File: config.mk
export PLATFORM = sky130hd
export DESIGN_NAME = serial_accum_unit
export DESIGN_NICKNAME = d
export VERILOG_FILES = /design/src/rtl/accum_pkg.sv /design/src/rtl/select_slice.sv /design/src/rtl/serial_accum_unit.sv
export SDC_FILE = /design/constraint.sdc
export NUM_CORES = 1
export LEC_CHECK = 0
export ABC_AREA = 1
export CAP_MARGIN = 25
export CELL_PAD_IN_SITES_DETAIL_PLACEMENT = 2
export CELL_PAD_IN_SITES_GLOBAL_PLACEMENT = 2
export CORE_MARGIN = 5
export CORE_UTILIZATION = 34
export DETAILED_ROUTE_END_ITERATION = 16
export PLACE_DENSITY = 0.89
export SYNTH_ARGS = -nofsm -noshare
export SYNTH_HDL_FRONTEND = slang
export SYNTH_SLANG_ARGS = --single-unit
File: constraint.sdc
create_clock -name clk -period 6 [get_ports clk]
set_clock_uncertainty 0.2 [all_clocks]
set_input_delay 0.6 -clock clk [delete_from_list [all_inputs] [get_ports clk]]
set_output_delay 0.6 -clock clk [all_outputs]
set_load 0.05 [all_outputs]
File: src/rtl/accum_pkg.sv
// Shared types for the serial accumulator: operation codes and FSM states.
package accum_pkg;

  typedef enum logic [1:0] {
    OP_ADD  = 2'b00,
    OP_SUB  = 2'b01,
    OP_LOAD = 2'b10,
    OP_CLR  = 2'b11
  } op_e;

  typedef enum logic [1:0] {
    IDLE = 2'b00,
    RUN  = 2'b01,
    DONE = 2'b10
  } state_e;

endpackage

File: src/rtl/select_slice.sv
// Combinational carry-select slice: both carry-in cases are summed up front
// and the real carry-in only drives the final mux.
module select_slice #(
  parameter int WIDTH = 4
) (
  input  logic [WIDTH-1:0] a,
  input  logic [WIDTH-1:0] b,
  input  logic             cin,
  output logic [WIDTH-1:0] s,
  output logic             cout
);

  logic [WIDTH:0] sum0;
  logic [WIDTH:0] sum1;

  assign sum0 = {1'b0, a} + {1'b0, b};
  assign sum1 = {1'b0, a} + {1'b0, b} + {{WIDTH{1'b0}}, 1'b1};

  assign {cout, s} = cin ? sum1 : sum0;

endmodule

File: src/rtl/serial_accum_unit.sv
// Accumulator with add/sub/load/clear. Add and subtract are computed one
// slice per cycle through a single reused carry-select slice; acc_q only
// changes on the completion edge so partial sums are never visible.
module serial_accum_unit
  import accum_pkg::*;
#(
  parameter int DATA_WIDTH  = 16,
  parameter int SLICE_WIDTH = 4
) (
  input  logic                  clk,
  input  logic                  reset,
  input  logic                  start,
  input  logic [1:0]            op,
  input  logic [DATA_WIDTH-1:0] operand_i,
  output logic                  busy,
  output logic                  done,
  output logic [DATA_WIDTH-1:0] acc_q,
  output logic                  carry_q,
  output logic                  ovf_q
);

  localparam int NSLICES = DATA_WIDTH / SLICE_WIDTH;
  localparam int IDX_W   = (NSLICES > 1) ? $clog2(NSLICES) : 1;
  localparam logic [IDX_W-1:0] LAST_IDX = IDX_W'(NSLICES - 1);

  state_e                  state;
  state_e                  state_nxt;
  op_e                     op_in;
  logic [IDX_W-1:0]        idx;
  logic [DATA_WIDTH-1:0]   a_reg;
  logic [DATA_WIDTH-1:0]   b_reg;
  logic [DATA_WIDTH-1:0]   res_reg;
  logic [DATA_WIDTH-1:0]   res_nxt;
  logic                    cin_reg;
  logic [SLICE_WIDTH-1:0]  a_sl;
  logic [SLICE_WIDTH-1:0]  b_sl;
  logic [SLICE_WIDTH-1:0]  s_sl;
  logic                    cout_sl;

  assign op_in = op_e'(op);

  // Signed overflow: operands agree in sign but the result does not.
  function automatic logic add_ovf(input logic signed [DATA_WIDTH-1:0] a,
                                   input logic signed [DATA_WIDTH-1:0] b,
                                   input logic signed [DATA_WIDTH-1:0] r);
    return (a[DATA_WIDTH-1] == b[DATA_WIDTH-1]) && (r[DATA_WIDTH-1] != a[DATA_WIDTH-1]);
  endfunction

  // Select the operand chunks for the current slice index.
  always_comb begin
    a_sl = '0;
    b_sl = '0;
    for (int k = 0; k < NSLICES; k++) begin
      if (idx == IDX_W'(k)) begin
        a_sl = a_reg[k*SLICE_WIDTH +: SLICE_WIDTH];
        b_sl = b_reg[k*SLICE_WIDTH +: SLICE_WIDTH];
      end
    end
  end

  select_slice #(
    .WIDTH(SLICE_WIDTH)
  ) u_slice (
    .a   (a_sl),
    .b   (b_sl),
    .cin (cin_reg),
    .s   (s_sl),
    .cout(cout_sl)
  );

  // Merge this cycle's slice sum into the shadow result.
  always_comb begin
    res_nxt = res_reg;
    for (int k = 0; k < NSLICES; k++) begin
      if (idx == IDX_W'(k)) begin
        res_nxt[k*SLICE_WIDTH +: SLICE_WIDTH] = s_sl;
      end
    end
  end

  // FSM state register.
  always_ff @(posedge clk) begin
    if (reset) state <= IDLE;
    else       state <= state_nxt;
  end

  // FSM next state and handshake outputs.
  always_comb begin
    state_nxt = state;
    busy      = 1'b0;
    done      = 1'b0;
    unique case (state)
      IDLE: begin
        if (start) begin
          if (op_in == OP_ADD || op_in == OP_SUB) state_nxt = RUN;
          else                                    state_nxt = DONE;
        end
      end
      RUN: begin
        busy = 1'b1;
        if (idx == LAST_IDX) state_nxt = DONE;
      end
      DONE: begin
        done      = 1'b1;
        state_nxt = IDLE;
      end
      default: state_nxt = IDLE;
    endcase
  end

  // Operand capture, slice stepping and accumulator/flag update.
  always_ff @(posedge clk) begin
    if (reset) begin
      idx     <= '0;
      a_reg   <= '0;
      b_reg   <= '0;
      res_reg <= '0;
      cin_reg <= 1'b0;
      acc_q   <= '0;
      carry_q <= 1'b0;
      ovf_q   <= 1'b0;
    end else begin
      case (state)
        IDLE: begin
          if (start) begin
            case (op_in)
              OP_ADD: begin
                a_reg   <= acc_q;
                b_reg   <= operand_i;
                cin_reg <= 1'b0;
                idx     <= '0;
              end
              OP_SUB: begin
                // Subtract as acc + ~operand + 1.
                a_reg   <= acc_q;
                b_reg   <= ~operand_i;
                cin_reg <= 1'b1;
                idx     <= '0;
              end
              OP_LOAD: begin
                acc_q   <= operand_i;
                carry_q <= 1'b0;
                ovf_q   <= 1'b0;
              end
              OP_CLR: begin
                acc_q   <= '0;
                carry_q <= 1'b0;
                ovf_q   <= 1'b0;
              end
              default: ;
            endcase
          end
        end
        RUN: begin
          res_reg <= res_nxt;
          cin_reg <= cout_sl;
          if (idx == LAST_IDX) begin
            acc_q   <= res_nxt;
            carry_q <= cout_sl;
            ovf_q   <= add_ovf(a_reg, b_reg, res_nxt);
          end else begin
            idx <= idx + IDX_W'(1);
          end
        end
        default: ;
      endcase
    end
  end

endmodule

* Yosys cells after proc, flatten, opt, wreduce, memory -nomap -nowiden
Cells that the tools add are included. W data, S select, Z words.
Word-level totals: logic and storage cells 83, memories kept 0, RAM bits 0, latch bits 0, register bits after elaboration 71, bits in read-only memories 0
Operators by class: eq/ne operators 17, add/sub/neg operators 3, shift operators 0, multipliers 0, bitwise logic cells 1, reduce and logical (&&, ||, !) cells 16, div/mod/pow operators 0, mux-type cells 37, order comparisons 0
Operators with widths (count):
- $pmux W16 S2 | 3
- $mux W4 | 12
- $mux W16 | 2
- $not A16 Y16 | 1
- $mux W2 | 6
- $reduce_and A4 Y1 | 3
- $eq A2 B2 Y1 const B | 5
- $ne A2 B2 Y1 const B | 5
- $reduce_and A3 Y1 | 3
- $pmux W1 S2 | 4
- $pmux W2 S2 | 2
- $mux W1 | 7
- $eq A2 B1 Y1 const B | 3
- $logic_not A2 Y1 | 3
- $add A4 B4 Y5 | 1
- $add A5 B1 Y5 const B | 1
- $mux W5 | 1
- $reduce_bool A2 Y1 | 2
- $reduce_or A2 Y1 | 2
- $ne A3 B1 Y1 const B | 1
- $ne A3 B3 Y1 const B | 1
- $add A2 B1 Y2 const B | 1
- $reduce_and A2 Y1 | 1
- $eq A1 B1 Y1 | 1
- 3 further kinds | 3

* Longest topological paths before layout
Gate-level depths: netlist of run 1.
depth in word-level cells 13, depth in mapped cells 19, mapped depth without buffers 19

* Hierarchy
Synthesis of run 1 repeated with hierarchy kept, for this count alone.
Unflattened totals: cell total of the unflattened synthesis 534, area total of the unflattened synthesis 3624.7 sq um
By module, submodules not included:
- serial_accum_unit | area each 3331.9 sq um, cells an instance 483, seq. area each 1381.3 sq um, instances 1
- select_slice | area each 292.8 sq um, cells an instance 51, seq. area each 0.0 sq um, instances 1

* Worst setup path before layout of run 1
No wires, ideal clock.
path type reg-to-reg, from reg idx[0], to reg acc_q[14], period minus slack after synthesis 3.114 ns, arrival 2.799 ns, path buffers 2, path slack 2.886 ns, setup time 0.115 ns, stages on the path, launching flop included 18, data required time 5.685 ns, path through dfxtp_1 inv_1 ha_1 clkbuf_1 clkbuf_1 a21oi_1 o21ai_0 o21ai_0 ha_1 fa_1 ha_1 nand2_1 xnor2_1 nor2_1 inv_1 nand3_1 o211ai_1 inv_2
On the way: word-level cells in the longest chain between the ends 11, elaborated cells between the ends (all ways) 20, those cells by class add/sub (2); eq/ne (4); mux (12); reduce/logical (2)
RTL lines:
- start, declared | RTL line serial_accum_unit.sv:29 | logic [IDX_W-1:0] idx;
- start signal, assigned | RTL line serial_accum_unit.sv:162 | idx <= idx + IDX_W'(1);
- $logic_not A2 Y1 | RTL line serial_accum_unit.sv:54 | if (idx == IDX_W'(k)) begin
- $mux W4 (4 in series) | RTL line serial_accum_unit.sv:54
- $add A4 B4 Y5 | RTL line select_slice.sv:16, select_slice.sv:17
- $add A5 B1 Y5 | RTL line select_slice.sv:17 | assign sum1 = {1'b0, a} + {1'b0, b} + {{WIDTH{1'b0}}, 1'b1};
- $mux W5 | RTL line select_slice.sv:19 | assign {cout, s} = cin ? sum1 : sum0;
- $mux W4 | RTL line serial_accum_unit.sv:75 | if (idx == IDX_W'(k)) begin
- $mux W16 | RTL line serial_accum_unit.sv:157 | if (idx == LAST_IDX) begin
- $pmux W16 S2 | RTL line serial_accum_unit.sv:123 | case (state)
- end signal, assigned | RTL line serial_accum_unit.sv:141 | acc_q <= operand_i;
- end signal, assigned | RTL line serial_accum_unit.sv:158 | acc_q <= res_nxt;
- end, declared | RTL line serial_accum_unit.sv:17 | output logic [DATA_WIDTH-1:0] acc_q,
Parallel ways exist; a longest one is shown, timed or not. The select of a mux whose other input is x is not followed. A chain may end at the register's enable or synchronous reset.

* Worst setup path in the final report of run 1
from reg idx[0], to reg ovf_q
On the way: word-level cells in the longest chain between the ends 13, elaborated cells between the ends (all ways) 22, those cells by class add/sub (2); eq/ne (5); mux (12); reduce/logical (3)
RTL lines:
- $logic_not A2 Y1 | RTL line serial_accum_unit.sv:54
- $mux W4 (4 in series) | RTL line serial_accum_unit.sv:54
- $add A4 B4 Y5 | RTL line select_slice.sv:16, select_slice.sv:17
- $add A5 B1 Y5 | RTL line select_slice.sv:17
- $mux W5 | RTL line select_slice.sv:19
- $mux W4 | RTL line serial_accum_unit.sv:75
- $ne A1 B1 Y1 | RTL line serial_accum_unit.sv:46 | return (a[DATA_WIDTH-1] == b[DATA_WIDTH-1]) && (r[DATA_WIDTH-1] != a[DATA_WIDTH-1]);
- $logic_and A1 B1 Y1 | RTL line serial_accum_unit.sv:46
- $mux W1 | RTL line serial_accum_unit.sv:157
- $pmux W1 S2 | RTL line serial_accum_unit.sv:123
- end signal, assigned | RTL line serial_accum_unit.sv:160 | ovf_q <= add_ovf(a_reg, b_reg, res_nxt);
- end, declared | RTL line serial_accum_unit.sv:19 | output logic ovf_q
Parallel ways exist; a longest one is shown, timed or not. The select of a mux whose other input is x is not followed.

==> metrics.md, run 1 <==
| Metric | Value |
|---|---|
| Diodes inserted | `0` |
| Crit Path Category | `flop to flop` |
| DRT Wirelength | `about 13 mm` |
| Setup crit end kind | `flop` |
| CTS Hold Bufs | `0` |
| Measured slew at the worst slew-check pin | `around 0.94 ns` |
| Pwr Density | `299 nW/um^2` |
| I/O Buffers | `40` |
| Ports | `41` |
| Initial Util | `0.350` |
| Synth Register Bits | `70` |
| Setup slack on the worst flop-to-flop path | `1.78 ns` |
| TritonCTS buffer count | `9` |
| Die area | `12200 sq um` |
| Overflow after GRT | `0` |
| Register area | `1400 sq um` |
| Sequential area share after synthesis | `0.410` |
| Cell taking the most area after synthesis | `dfxtp_1` |
| Mapped Avg Cell Area | `7.35 sq um` |
| Most common cell after layout, fill and taps aside | `dfxtp_1` |
| DRT iter0 DRCs | `183` |
| Final hold violations | `0` |
| Core area | `9770 sq um` |
| Rows | `36` |
| Setup TNS | `0 ns` |
| CTS sink count | `70` |
| Critical Path, Cell by Cell | `ha_1 -> clkinv_1 -> nand2_1 -> o22ai_1 -> o21ai_0 -> o21ai_0 -> ha_1 -> fa_1 -> nand3_1 -> inv_1 -> nand3_1 -> nand3_1 -> nand2_1 -> nand2_1 -> nand3_1 -> nand3_1 -> a21oi_1` |
| Root Buffer | `clkbuf_8` |
| Critical Path Start Type | `flop` |
| Syn_nets | `496` |
| Area Overhead vs Synth | `18.9%` |
| RSZ-0062 raised after global routing | `false` |
| Final setup fails | `0` |
| Post-route ant nets | `0` |
| Post-synth cell types | `29` |
| # H-tree levels | `3` |
| First-pass GRT wire length | `between 20 and 25 mm` |
| Multi-input logic area | `1730 sq um` |
| Arr. time, crit path | `about 4.2 ns` |
| Hold slack final | `0.264 ns` |
| GP Congestion | `around 0.85` |
| Post-Syn Instances | `465` |
| Mux cell area share after synthesis | `0` |
| Die Wd | `110 um` |
| Initial antenna violation count | `0` |
| Max Slew Vio Count | `0` |
| Post-Synth XOR/XNOR Area | `0.0435` |
| Hold Path Cell Cnt | `2` |
| Residual DRC | `0` |
| Via Count | `3428` |
| Post-CTS sizing | `0` |
| Worst-Skew Late Latency | `0.36 ns` |
| Worst VDD drop | `0.0923 mV` |
| Synth top area cells | `dfxtp_1 (41%), a21oi_1 (8.9%), o21ai_0 (5.9%)` |
| Vias in the first global route | `between 3000 and 4000` |
| Critical Path Max Stage Delay | `about 0.57 ns` |
| Post-DP HPWL | `9.61 mm` |
| CTS tree | `built` |
| Synth top area share | `0.410` |
| R2r worst-path depth | `17` |
| Drt pass-1 iters | `4` |
| Worst rel slew slack | `0.374` |
| Crit-path max FO | `11` |
| CTS clk-pin slew, worst paths | `0.08 ns` |
| Simple-gate share of the synthesized area | `0.172` |
| Worst path most repeated cell | `nand3_1` |
| Max frequency | `237 MHz` |
| GRT Overall Usage | `0.236` |
| Share of layout cells above drive strength 1 | `0.0604` |
| Synth Cell Area | `around 3400 sq um` |
| Reg2reg start | `idx[0]$_SDFFE_PP0P_` |
| WP data required | `6.00 ns` |
| # nets final | `between 500 and 600` |
| Largest net degree at the start of global routing | `52` |
| Outcome | `finished clean` |
| Commonest cells after routing, fill and taps aside | `dfxtp_1 (70), a21oi_1 (61), nand2_1 (52)` |
| Wirelength per Cell | `21.1 um` |
| Clk buf depth | `2` |
| Hold EP | `b_reg[14]$_SDFFE_PP0P_` |
| Hold_sp | `b_reg[14]$_SDFFE_PP0P_` |
| DR vias/cell | `5.44` |
| Largest family of logic cells by synthesized area | `compound AO/OA/AOI/OAI gates` |
| Post-Synth Adder-Cell Area | `0.0388` |
| Slowest-stage cell, CP | `fa_1` |
| Filler cells | `1124` |
| Postcts setup bufs | `0` |
| LEAKAGE | `0.00158 uW` |
| Die H | `110 um` |
| Hold WC Path Type | `flop to flop` |
| Warnings from Yosys | `0` |
| Period Utilization, post-route | `0.704` |
| Crit path time final | `roughly 4.2 ns` |
| RR Endpoint | `ovf_q$_SDFFE_PP0P_` |
| Number of max-cap violations | `0` |
| Complex-gate fraction of the synthesized area | `0.251` |
## critical path, delay by kind of cell, from the launching register on
kind                     cells  cell delay (ns)
flip-flops                   1             0.42
AO/OA/AOI/OAI                4             0.50
AND/OR/NAND/NOR              8             1.14
buffers and inverters        2             0.51
adder cells (fa/ha/maj)      3             1.28
## worst max-delay path by stage
stage / start / to / cells past startpoint
6_report: idx[0]$_SDFFE_PP0P_ / ovf_q$_SDFFE_PP0P_ / 17
5_1_grt: idx[1]$_SDFFE_PP0P_ / acc_q[14]$_SDFFE_PP0P_ / 17
4_1_cts: idx[1]$_SDFFE_PP0P_ / ovf_q$_SDFFE_PP0P_ / 18
3_5_place_dp: idx[1]$_SDFFE_PP0P_ / ovf_q$_SDFFE_PP0P_ / 18
3_3_place_gp: idx[1]$_SDFFE_PP0P_ / acc_q[14]$_SDFFE_PP0P_ / 17
2_1_floorplan: idx[0]$_SDFFE_PP0P_ / acc_q[14]$_SDFFE_PP0P_ / 17
## stage by stage
stage	instance area (sq um)	instances	utilization	setup slack [ns]	power, uW
3_3_place_gp	3870	613	0.396	2.04	840
6_report	4070	630	0.416	1.78	1220
4_1_cts	4070	630	0.416	1.78	1220
5_1_grt	4070	630	0.416	1.42	1280
3_5_place_dp	3890	614	0.398	1.83	861
2_1_floorplan	3420	465	-	2.89	738
## synthesized netlist by cell type, drive strengths merged
cell type / n
nor2: 52
inv: 42
xnor2: 17
nand2: 53
clkbuf: 11
or2: 3
o21bai: 1
buf: 16
nor3: 1
o22ai: 4
o21ai: 70
a41oi: 1
o211ai: 9
nand3: 28
a31oi: 15
a21oi: 61
clkinv: 1
fa: 1
dfxtp: 70
ha: 9
## layer usage
metal | vias to the layer above | wire length, um | track usage
met1 | 1719 | 5900 | 0.305
li1 | 1620 | - | -
met2 | 65 | 6600 | 0.398
met5 | - | 0 | 0
met3 | 24 | 475 | 0.0379
met4 | 0 | 318 | 0.0871
## power breakdown
group	leakage [uW]	internal (uW)	switching, uW	total, uW
Combinational	0.000912	102	225	326
Sequential	0.000573	502	26.0	528
Clock	0.0000934	173	191	363
## kinds of logic (layout without fill, tap and decap cells)
| kind of cell | Yosys count | after routing |
|---|---|---|
| buffers and inverters | 70 | 102 |
| xor gates and xnor gates | 17 | 17 |
| adders and majority gates | 10 | 10 |
| DFF | 70 | 70 |
| and+or+nand+nor | 137 | 137 |
| AOI/OAI and AO/OA | 161 | 161 |
## cell type report
type                    instances  area share
repair buffers                 43       0.106
clock inverters                 3     0.00462
inverters                      43      0.0397
multi-input cells             325       0.425
clock buffers                  13      0.0391
flip-flops and latches         70       0.345
well taps                     133      0.0409
Power figures use the tool's default switching activity.
==> run 2: changes to the inputs <==
--- a/config.mk
+++ b/config.mk
@@ -10,9 +10,9 @@
 export CELL_PAD_IN_SITES_DETAIL_PLACEMENT = 2
 export CELL_PAD_IN_SITES_GLOBAL_PLACEMENT = 2
 export CORE_MARGIN = 5
-export CORE_UTILIZATION = 34
+export CORE_UTILIZATION = 29
 export DETAILED_ROUTE_END_ITERATION = 16
-export PLACE_DENSITY = 0.89
+export PLACE_DENSITY = 0.81
 export SYNTH_ARGS = -nofsm -noshare
 export SYNTH_HDL_FRONTEND = slang
 export SYNTH_SLANG_ARGS = --single-unit
==> constraint.sdc (replaced) <==
create_clock -name clk -period 3.56 [get_ports clk]
set_clock_uncertainty 0.2 [all_clocks]
set_input_delay 0.356 -clock clk [delete_from_list [all_inputs] [get_ports clk]]
set_output_delay 0.356 -clock clk [all_outputs]
set_load 0.05 [all_outputs]
==> metrics.md, run 2 (synthesized netlist as in run 1, its figures left out) <==
| Metric | Value |
|---|---|
| DR vias/cell | `~5.3` |
| Hold slack final | `roughly 0.27 ns` |
| Max Slew Vio Count | `0` |
| Die Wd | `about 120 um` |
| GR peak layer | `met2` |
| Max frequency | `298 MHz` |
| Core area | `11500 sq um` |
| Filler cells | `approximately 1300` |
| Overflow after GRT | `0` |
| Measured slew at the worst slew-check pin | `0.929 ns` |
| Crit path time final | `around 3.4 ns` |
| First-pass GRT wire length | `21.4 mm` |
| LEAKAGE | `0.00166 uW` |
| CTS tree | `built` |
| Setup TNS | `0 ns` |
| Largest net degree at the start of global routing | `52` |
| Arr. time, crit path | `3.37 ns` |
| Critical Path Start Type | `flop` |
| Initial Util | `0.298` |
| Worst VDD drop | `~0.20 mV` |
| Diodes inserted | `0` |
| CTS sink count | `70` |
| Final core occ | `0.372` |
| M3 GR Usage | `0.0349` |
| GP Congestion | `0.769` |
| # nets final | `531` |
| Pwr Density | `554 nW/um^2` |
| Placed Area | `3950 sq um` |
| # H-tree levels | `3` |
| Number of max-cap violations | `0` |
| GRT Overall Usage | `0.191` |
| DRT Wirelength | `13.4 mm` |
| Residual DRC | `0` |
| Outcome | `finished clean` |
| Initial antenna violation count | `0` |
| Vias in the first global route | `3843` |
| Wirelength per Cell | `20.7 um` |
| Crit-path max FO | `6` |
| Hold WC Path Type | `flop to flop` |
| Setup crit end kind | `flop` |
| Met2 Use GR | `0.341` |
| Final hold violations | `0` |
| Worst rel slew slack | `0.381` |
| Met1 GRT Util | `0.234` |
| Post-route ant nets | `0` |
| Post-DP HPWL | `9.53 mm` |
| Die area | `14100 sq um` |
| Root Buffer | `clkbuf_16` |
| Clk buf depth | `2` |
| Most common cell after layout, fill and taps aside | `dfxtp_1` |
| Commonest cells after routing, fill and taps aside | `dfxtp_1 (68), a21oi_1 (61), nand2_1 (50)` |
| Period Utilization, post-route | `0.943` |
| TritonCTS buffer count | `9` |
| Design area | `4270 sq um` |
| CTS clk-pin slew, worst paths | `0.06 ns` |
| Drt pass-1 iters | `4` |
| Crit Path Category | `flop to flop` |
| I/O Buffers | `40` |
| Area Overhead vs Synth | `24.7%` |
| DRT iter0 DRCs | `99` |
| Share of layout cells above drive strength 1 | `0.0911` |
| Final setup fails | `0` |
| Worst-Skew Late Latency | `0.34 ns` |
| Rows | `39` |
| Die H | `119 um` |
| Postcts setup bufs | `0` |
| Ports | `41` |
| Via Count | `between 3000 and 4000` |
| WP data required | `around 3.6 ns` |
==> run 2: cell count changes in the layout (fill, tap and decap cells not counted), moves of 2 or more <==
cell        previous run  this run
buf_4                  2        11
clkbuf_16              0         9
clkbuf_8              11         0
clkinvlp_4             0         2
dfxtp_1               70        68
dfxtp_2                0         2
ha_1                   9         7
ha_2                   0         2
nand2_1               52        50
nand2_2                1         3
o21ai_0               40        37
o21ai_1               30        33
==> run 2: layout make-up <==
class	count	area, sq um	area share
Clock buffer	11	233	0.0546
Clock inverter	5	58.8	0.0138
Inverter	43	161	0.0378
Multi-Input combinational cell	325	1750	0.410
Sequential cell	70	1400	0.329
Tap cell	143	179	0.0419
Timing Repair Buffer	51	483	0.113
==> run 2: path summary, 6_finish.rpt <==
check	startpoint	endpoint	slack (ns)	depth (start not counted)
setup / recovery	idx[0]$_SDFFE_PP0P_	res_reg[1]$_SDFFE_PP0P_	0.20	14
hold / removal	b_reg[5]$_SDFFE_PP0P_	b_reg[5]$_SDFFE_PP0P_	0.27	2
setup reg to reg	idx[0]$_SDFFE_PP0P_	res_reg[1]$_SDFFE_PP0P_	0.20	14
hold reg to reg	b_reg[5]$_SDFFE_PP0P_	b_reg[5]$_SDFFE_PP0P_	0.27	2
==> run 2: worst max-delay path, stage by stage (launching register included) <==
cell	delay, ns
dfxtp_2	0.35
inv_1	0.10
ha_1	0.24
buf_4	0.17
nand3_1	0.13
nand2_1	0.11
o21ai_0	0.08
a21oi_1	0.15
ha_2	0.23
fa_1	0.47
ha_1	0.32
nand2_1	0.07
nand2_1	0.16
o21ai_0	0.31
a21oi_1	0.13
==> run 2: power by group <==
| part | leakage [uW] | internal (uW) | switching [uW] |
|---|---|---|---|
| clock | 0.000136 | 544 | 365 |
| combinational | 0.000951 | 180 | 382 |
| sequential | 0.000574 | 847 | 42.8 |
==> run 2: stage by stage <==
step           setup slack (ns)  total power, uW  instances
6_report                  0.203             2360        648
2_1_floorplan             0.446             1240        465
3_5_place_dp             0.0417             1460        632
4_1_cts                  0.0420             2370        648
3_3_place_gp              0.236             1430        632
5_1_grt                -0.00828             2460        648
==> run 2: what timing repair did <==
item                                    CTS  global route
endpoints found under the setup margin    1            24
hold buffers                              0             0
resized for setup                         1            10
==> run 2: per-layer routing <==
metal / routed length [um] / share of wire
met2: 6890 / 0.51
met5: 0 / 0
met4: 204 / 0.015
met3: 383 / 0.029
met1: 5920 / 0.44
==> run 3: changes to the inputs <==
--- a/config.mk
+++ b/config.mk
@@ -6,13 +6,14 @@
 export NUM_CORES = 1
 export LEC_CHECK = 0
 export ABC_AREA = 1
+export ABC_CLOCK_PERIOD_IN_PS = 3800
 export CAP_MARGIN = 25
 export CELL_PAD_IN_SITES_DETAIL_PLACEMENT = 2
 export CELL_PAD_IN_SITES_GLOBAL_PLACEMENT = 2
 export CORE_MARGIN = 5
-export CORE_UTILIZATION = 29
+export CORE_UTILIZATION = 32
 export DETAILED_ROUTE_END_ITERATION = 16
-export PLACE_DENSITY = 0.81
+export PLACE_DENSITY = 0.85
 export SYNTH_ARGS = -nofsm -noshare
 export SYNTH_HDL_FRONTEND = slang
 export SYNTH_SLANG_ARGS = --single-unit
==> constraint.sdc (replaced) <==
create_clock -name clk -period 3.8 [get_ports clk]
set_clock_uncertainty 0.2 [all_clocks]
set_input_delay 0.38 -clock clk [delete_from_list [all_inputs] [get_ports clk]]
set_output_delay 0.38 -clock clk [all_outputs]
set_load 0.05 [all_outputs]
==> metrics.md, run 3 (synthesized netlist as in run 1, its figures left out) <==
| Metric | Value |
|---|---|
| Root Buffer | `clkbuf_8` |
| CTS clk-pin slew, worst paths | `approximately 0.08 ns` |
| Final core occ | `0.402` |
| LEAKAGE | `0.00163 uW` |
| Crit path time final | `between 3 and 4 ns` |
| Hold Path Cell Cnt | `2` |
| Drt pass-1 iters | `4` |
| Met1 GRT Util | `0.264` |
| Largest net degree at the start of global routing | `52` |
| Die H | `113 um` |
| Multi-input logic area | `1730 sq um` |
| Setup crit end kind | `flop` |
| GP Congestion | `0.782` |
| Measured slew at the worst slew-check pin | `0.920 ns` |
| Filler cells | `1201` |
| RSZ-0062 raised after global routing | `false` |
| Overflow after GRT | `0` |
| Number of max-cap violations | `0` |
| Max frequency | `about 280 MHz` |
| Critical Path Start Type | `flop` |
| Most common cell after layout, fill and taps aside | `dfxtp_1` |
| WP data required | `between 3 and 4 ns` |
| GRT Overall Usage | `0.206` |
| R2r worst-path depth | `14` |
| I/O Buffers | `40` |
| Post-DP HPWL | `8.89 mm` |
| Hold WC Path Type | `flop to flop` |
| Hold slack final | `approximately 0.27 ns` |
| Fin worst setup slack | `between 0.2 and 0.3 ns` |
| Via Count | `3441` |
| Place WS | `0.336 ns` |
| Clk buf depth | `2` |
| CTS tree | `built` |
| Diodes inserted | `0` |
| Wirelength per Cell | `20.0 um` |
| Final hold violations | `0` |
| Initial Util | `0.330` |
| Pwr Density | `495 nW/um^2` |
| Setup TNS | `0 ns` |
| Core area | `a little over 10000 sq um` |
| Met2 Use GR | `0.363` |
| DRT iter0 DRCs | `117` |
| Die Wd | `roughly 110 um` |
| # nets final | `530` |
| Initial antenna violation count | `0` |
| Worst VDD drop | `0.159 mV` |
| Commonest cells after routing, fill and taps aside | `dfxtp_1 (70), a21oi_1 (61), nand2_1 (52)` |
| GR peak layer | `met2` |
| Crit Path Category | `flop to flop` |
| Post-route ant nets | `0` |
| Crit-path max FO | `10` |
| Hold_sp | `b_reg[14]$_SDFFE_PP0P_` |
| TritonCTS buffer count | `9` |
| M3 GR Usage | `0.0228` |
| DRT Wirelength | `12.8 mm` |
| Reg2reg start | `idx[1]$_SDFFE_PP0P_` |
| DR vias/cell | `5.38` |
| Ports | `just over 40` |
| Die area | `approximately 13000 sq um` |
| Crit path from | `idx[1]$_SDFFE_PP0P_` |
| # H-tree levels | `3` |
| Max Slew Vio Count | `0` |
| CTS Hold Bufs | `0` |
| Postcts setup bufs | `0` |
| Worst-Skew Late Latency | `0.36 ns` |
| Residual DRC | `0` |
| CTS sink count | `70` |
| Arr. time, crit path | `3.56 ns` |
| Rows | `37` |
| Outcome | `finished clean` |
| Worst rel slew slack | `0.387` |
| Register area | `around 1400 sq um` |
| Final setup fails | `0` |
| Area Overhead vs Synth | `21.9%` |
| Vias in the first global route | `3806` |
| Period Utilization, post-route | `0.933` |
| First-pass GRT wire length | `20.9 mm` |
| Share of layout cells above drive strength 1 | `0.0775` |
-- run 3: changes by cell type in the layout (fill, tap and decap cells not counted), sizes merged --
cell | before | now
buf | 11 | 10
bufinv | 1 | 2
clkinvlp | 2 | 0
-- run 3: metrics by stage --
stage               cells  total power, uW  area, sq um
global route          639             2150         4170
CTS                   639             2070         4170
global placement      624             1330         3940
floorplan             465             1170         3420
detailed placement    624             1350         3940
finish                639             2060         4170
-- run 3: routing by layer --
metal	vias to the layer above	part of all wire
met5	-	0
met4	0	0.017
met3	15	0.021
met2	49	0.51
met1	1745	0.45
li1	1632	-
-- run 3: worst paths after layout --
kind,end,slack [ns]
setup / recovery,acc_q[9]$_SDFFE_PP0P_,0.25
hold / removal,b_reg[14]$_SDFFE_PP0P_,0.27
setup reg to reg,acc_q[9]$_SDFFE_PP0P_,0.25
hold reg to reg,b_reg[14]$_SDFFE_PP0P_,0.27
-- run 3: final cells by class --
cell class | count | share of cell area
Clock inverter | 4 | 0.0186
Timing Repair Buffer | 50 | 0.114
Multi-Input combinational cell | 325 | 0.415
Sequential cell | 70 | 0.336
Tap cell | 136 | 0.0408
Inverter | 43 | 0.0387
Clock buffer | 11 | 0.0363
-- run 3: worst max-delay path, cell delays in order (launching register included) --
cell and delay [ns]:
dfxtp_1 0.41, inv_1 0.09, ha_1 0.21, buf_4 0.19, a21oi_1 0.21, nand2_1 0.11
o21ai_0 0.10, a21oi_1 0.10, ha_1 0.25, fa_1 0.50, ha_1 0.32, nand2_1 0.07
nand2_1 0.17, o21ai_0 0.33, a31oi_1 0.17
-- run 3: where the power goes --
| group | switching, uW | internal (uW) |
|---|---|---|
| sequential | 38.3 | 792 |
| clock | 314 | 407 |
| combinational | 349 | 164 |
-- run 3: repair_timing --
item	in CTS	in global routing
hold endpoints to repair	0	0
resized for setup	0	1
setup endpoints to repair	0	20
